$ cat config.mk
export PLATFORM = sky130hd
export DESIGN_NAME = regfile_writeback
export DESIGN_NICKNAME = d
export VERILOG_FILES = /design/src/rtl/regfile_writeback.sv
export SDC_FILE = /design/constraint.sdc
export NUM_CORES = 1
export LEC_CHECK = 0
export ABC_AREA = 1
export CAP_MARGIN = 5
export CORE_MARGIN = 10
export CORE_UTILIZATION = 35
export DETAILED_ROUTE_END_ITERATION = 16
export PLACE_DENSITY = 0.59
export SLEW_MARGIN = 20
export SYNTH_ARGS = -nofsm -noshare
export SYNTH_HDL_FRONTEND = slang
export SYNTH_SLANG_ARGS = --single-unit
$ cat constraint.sdc
create_clock -name clk -period 4.9 [get_ports clk]
set_input_delay 0.98 -clock clk [delete_from_list [all_inputs] [get_ports clk]]
set_output_delay 0.98 -clock clk [all_outputs]
set_load 0.05 [all_outputs]
$ cat src/rtl/regfile_writeback.sv
// Write-back front end for the 32x32 register file: merges ALU and load results
// into an in-order FIFO, drains one per cycle, and flags pending-write hazards.
// Optional WB_FORWARD_EN adds per-read-port forwarding data of the youngest pending write.
module regfile_writeback #(
  parameter int DEPTH = 4,
  parameter int DW    = 32,
  parameter int AW    = 5
) (
  input  logic                       clk,
  input  logic                       Rst,
  input  logic                       alu_valid,
  output logic                       alu_ready,
  input  logic [AW-1:0]              alu_reg,
  input  logic [DW-1:0]              alu_data,
  input  logic                       mem_valid,
  output logic                       mem_ready,
  input  logic [AW-1:0]              mem_reg,
  input  logic [DW-1:0]              mem_data,
  output logic [AW-1:0]              regW,
  output logic [DW-1:0]              Wdat,
  output logic                       RegWrite,
  input  logic [AW-1:0]              regA,
  input  logic [AW-1:0]              regB,
  input  logic [AW-1:0]              regC,
  output logic                       hazA,
  output logic                       hazB,
  output logic                       hazC,
  output logic [$clog2(DEPTH):0]     count,
  output logic                       empty
`ifdef WB_FORWARD_EN
  ,
  output logic [DW-1:0]              fwdA,
  output logic [DW-1:0]              fwdB,
  output logic [DW-1:0]              fwdC,
  output logic                       fwd_hitA,
  output logic                       fwd_hitB,
  output logic                       fwd_hitC
`endif
);

  localparam int PW = $clog2(DEPTH);
  localparam int CW = PW + 1;

  logic [AW-1:0]    entReg [DEPTH];
  logic [DW-1:0]    entDat [DEPTH];
  logic [DEPTH-1:0] vld;
  logic [PW-1:0]    wrPtr, rdPtr;

  logic             notFull, accept, push, pop;
  logic [AW-1:0]    pushReg;
  logic [DW-1:0]    pushDat;

  // Readiness uses only the registered count, so a same-edge pop never frees a slot early.
  assign notFull   = (count < CW'(DEPTH));
  assign mem_ready = notFull;
  assign alu_ready = notFull && !mem_valid;

  assign pushReg = mem_valid ? mem_reg  : alu_reg;
  assign pushDat = mem_valid ? mem_data : alu_data;
  assign accept  = (mem_valid && mem_ready) || (alu_valid && alu_ready);
  assign push    = accept && (pushReg != '0);
  assign pop     = (count != '0);

  assign empty = (count == '0) && !RegWrite;

  always_ff @(posedge clk) begin
    if (Rst) begin
      wrPtr    <= '0;
      rdPtr    <= '0;
      count    <= '0;
      vld      <= '0;
      regW     <= '0;
      Wdat     <= '0;
      RegWrite <= 1'b0;
    end else begin
      if (pop) begin
        regW       <= entReg[rdPtr];
        Wdat       <= entDat[rdPtr];
        vld[rdPtr] <= 1'b0;
        rdPtr      <= rdPtr + PW'(1);
        RegWrite   <= 1'b1;
      end else begin
        RegWrite   <= 1'b0;
      end
      if (push) begin
        vld[wrPtr] <= 1'b1;
        wrPtr      <= wrPtr + PW'(1);
      end
      count <= count + CW'(push) - CW'(pop);
    end
  end

  always_ff @(posedge clk) begin
    if (push) begin
      entReg[wrPtr] <= pushReg;
      entDat[wrPtr] <= pushDat;
    end
  end

  logic [AW-1:0] qry [3];
  logic [2:0]    haz;
  assign qry[0] = regA;
  assign qry[1] = regB;
  assign qry[2] = regC;

`ifdef WB_FORWARD_EN
  logic [DW-1:0] fwdDat [3];
`endif

  // Entries are scanned oldest to youngest from the head, so the last match is the youngest.
  always_comb begin : hazScan
    logic [PW-1:0] idx;
    haz = '0;
    idx = '0;
`ifdef WB_FORWARD_EN
    for (int unsigned p = 0; p < 3; p++) fwdDat[p] = '0;
`endif
    for (int unsigned p = 0; p < 3; p++) begin
      if (qry[p] != '0) begin
        if (RegWrite && (regW == qry[p])) begin
          haz[p] = 1'b1;
`ifdef WB_FORWARD_EN
          fwdDat[p] = Wdat;
`endif
        end
        for (int unsigned k = 0; k < DEPTH; k++) begin
          idx = rdPtr + PW'(k);
          if (vld[idx] && (entReg[idx] == qry[p])) begin
            haz[p] = 1'b1;
`ifdef WB_FORWARD_EN
            fwdDat[p] = entDat[idx];
`endif
          end
        end
      end
    end
  end

  assign hazA = haz[0];
  assign hazB = haz[1];
  assign hazC = haz[2];

`ifdef WB_FORWARD_EN
  assign fwd_hitA = haz[0];
  assign fwd_hitB = haz[1];
  assign fwd_hitC = haz[2];
  assign fwdA     = fwdDat[0];
  assign fwdB     = fwdDat[1];
  assign fwdC     = fwdDat[2];
`endif

endmodule

==> reports/qor.txt <==
HP Class -> flop to flop
CTS max path bufs -> 2
RePlAce Congestion -> 0.962
Hold Buf Count CTS -> 0
Inst Count DP -> 1602
number of fill cells -> 2684
Final min period -> 4.14 ns
r2r worst-path depth -> 11
post-CTS setup buffers -> 0
post-DP HPWL -> 19.0 mm
reg2reg start -> count[2]
Inserted Diodes -> 0
full die area -> 35100 sq um
final worst slack -> 0.759 ns
worst setup path endpoint -> hazC
final wirelength -> 28.7 mm
max cap viols -> 0
TritonCTS clock tree -> built
die span in y -> 187 um
Total Nets Final -> 1347
final setup fails -> 0
Max rail drop VDD -> 0.392 mV
commonest non-fill, non-tap cells in the layout -> nand2_1, edfxtp_1, clkdlybuf4s50_1
Worst EP arrival -> 3.16 ns
ANT nets after route -> 0
status -> completed
initial drt markers -> 585
post-synth net total -> 1231
Mapped Cells -> 1127
pre-CTS setup slack -> 0.998 ns
CP endpoint kind -> primary output
CTS root buffer -> clkbuf_16
Worst slew margin -> 33.8%
GR Util All Layers -> 15.9%
Slew @ Worst Pin -> 0.993 ns
crit share post-route -> 84.5%
drt wl/cell -> 17.6 um
clock sink total -> 199
final count of pins violating max slew -> 0
Fmax -> 241 MHz
global-route wire length before repair -> 44.4 mm
reg2reg setup slack -> 2.26 ns
vias in the first global route -> 7943
final hold vios -> 0
Worst Setup SP -> rdPtr[0]
Vias/cell -> 5.01
FF/Latch Area -> 5470 sq um
Fin Setup TNS -> 0 ns
share of layout cells above drive strength 1 -> 7.01%
input/output buffers -> 139
leading cell type in the layout, fill and taps excluded -> nand2_1
core area -> 27700 sq um
synthesized cell area -> 9820 sq um
initial antenna violation count -> 0
cts bufs inserted -> 17
I/O pin count -> 140
total grt overflow -> 0
Critical Path Source Type -> flop
Ys Warns -> 0
via count -> 8184
#FFs+latches synth -> 199
PD cells -> 596 nW/um^2
Reg2Reg Capture Point -> count[2]
post-cts resize count -> 0
CP Class -> flop to primary output
worst path required time -> 3.92 ns
CP max FO -> 31
clk_skew -> 0.0101 ns
drt pass-1 iters -> 5
Non-Filler Instances -> 1634
# DRC -> 0
mean post-synth cell area -> 8.71 sq um
largest net degree at the start of global routing -> 94
clk_lat worst skew -> 0.44 ns
Die X-Extent -> 187 um
dpl cell area -> 11500 sq um
multi-input logic area -> 3800 sq um
Area Overhead vs Synth -> 23.5%
register area share after synthesis -> 55.7%
Clock transition at path regs -> 0.07 ns
Initial Util -> 35.4%
Netlist cell types -> 31
static leakage -> 5.01 nW
unrepaired setup endpoints after global routing -> no
Cell Rows -> 61
Design Area, Final -> 12100 sq um
Max H-tree Level -> 4
[layout make-up]
class / count / area share (%)
inverter: 74 / 2.29
clock inverter: 15 / 1.31
timing repair buffer: 151 / 12.5
sequential: 199 / 45.1
tap: 378 / 3.90
clock buffer: 17 / 3.51
multi-input combinational: 800 / 31.4
[worst max-delay path, stage by stage, from the launching register on]
cell and delay [ns]:
dfxtp_2 0.33, inv_2 0.37, ha_1 0.57, inv_2 0.25
nand3_1 0.24, nand2_2 0.09, nand2_1 0.07, nand2_1 0.06
nor2_1 0.15, nand3_1 0.09, nand3_1 0.11, nor2_1 0.05
nor2_1 0.18, buf_12 0.17
[state kept, by name, indices dropped and copies added (netlist names), 2 cells and up, named ones only]
name and flops:
entDat 128, wrPtr 2, vld 4, Wdat 32, entReg 20, count 3
rdPtr 2, regW 5
[per-stage QoR]
step / hold WS, ns / util [%] / total power, mW
after global routing: 0.518 / 43.8 / 7.72
after global placement: 0.472 / 41.7 / 5.90
after detailed placement: 0.480 / 41.7 / 5.92
final: 0.492 / 43.8 / 7.23
after CTS: 0.491 / 43.8 / 7.28
after floorplan: 0.456 / - / 4.83
[how the worst min path moves through the flow]
stage                       from  depth (start not counted)  endpoint  slack, ns
after floorplan           vld[0]                          2    vld[0]       0.46
after global placement    vld[1]                          2    vld[1]       0.47
after detailed placement  vld[0]                          2    vld[0]       0.48
after CTS                 vld[0]                          2    vld[0]       0.49
after global routing      vld[1]                          2    vld[1]       0.52
final                     vld[0]                          2    vld[0]       0.49
[power breakdown]
group / switching [mW] / internal, mW / leakage [nW] / total [mW]
combinational: 2.43 / 1.04 / 2.93 / 3.47
sequential: 0.186 / 2.22 / 1.79 / 2.40
clock: 0.675 / 0.680 / 0.277 / 1.35
total: 3.29 / 3.93 / 5.01 / 7.23
[per-layer routing]
metal  GRT usage, %  routed length (um)  vias up
li1               -                   -     4047
met1           20.8               13200     3847
met2           25.5               13100      246
met3           3.60                1660       44
met4           5.66                 711        0
met5              0                   0        -
[kinds of logic after synthesis]
logic type | count (synthesis) | synth area share [%]
AOI/OAI and AO/OA | 219 | 12.5
xor gates and xnor gates | 3 | 0.268
adders and majority gates | 11 | 1.48
buffers and inverters | 128 | 5.58
DFF | 199 | 55.7
and+or+nand+nor | 567 | 24.5
[synthesized netlist by cell type]
master | instances | area, sq um
clkinv_1 | 1 | 3.75
clkbuf_1 | 31 | 116
nor2_1 | 119 | 447
edfxtp_1 | 148 | 4440
a22oi_1 | 1 | 7.51
buf_8 | 1 | 15.0
nand3_1 | 86 | 430
ha_1 | 10 | 125
o21ai_0 | 110 | 551
dfxtp_1 | 51 | 1020
xor2_1 | 2 | 17.5
xnor2_1 | 1 | 8.76
a221oi_1 | 1 | 8.76
o21ai_1 | 9 | 45.0
nor3_4 | 1 | 16.3
buf_2 | 12 | 60.1
buf_1 | 3 | 11.3
o22ai_1 | 39 | 244
buf_6 | 4 | 45.0
inv_1 | 66 | 248
a21oi_1 | 27 | 135
nand2_2 | 14 | 87.6
nor3_1 | 3 | 15.0
nand3_2 | 17 | 170
nand2_1 | 324 | 1220
buf_4 | 3 | 22.5
or2_0 | 1 | 6.26
inv_2 | 7 | 26.3
o21bai_1 | 32 | 240
nand4_1 | 2 | 12.5
fa_1 | 1 | 20.0
Power figures use the tool's default switching activity.
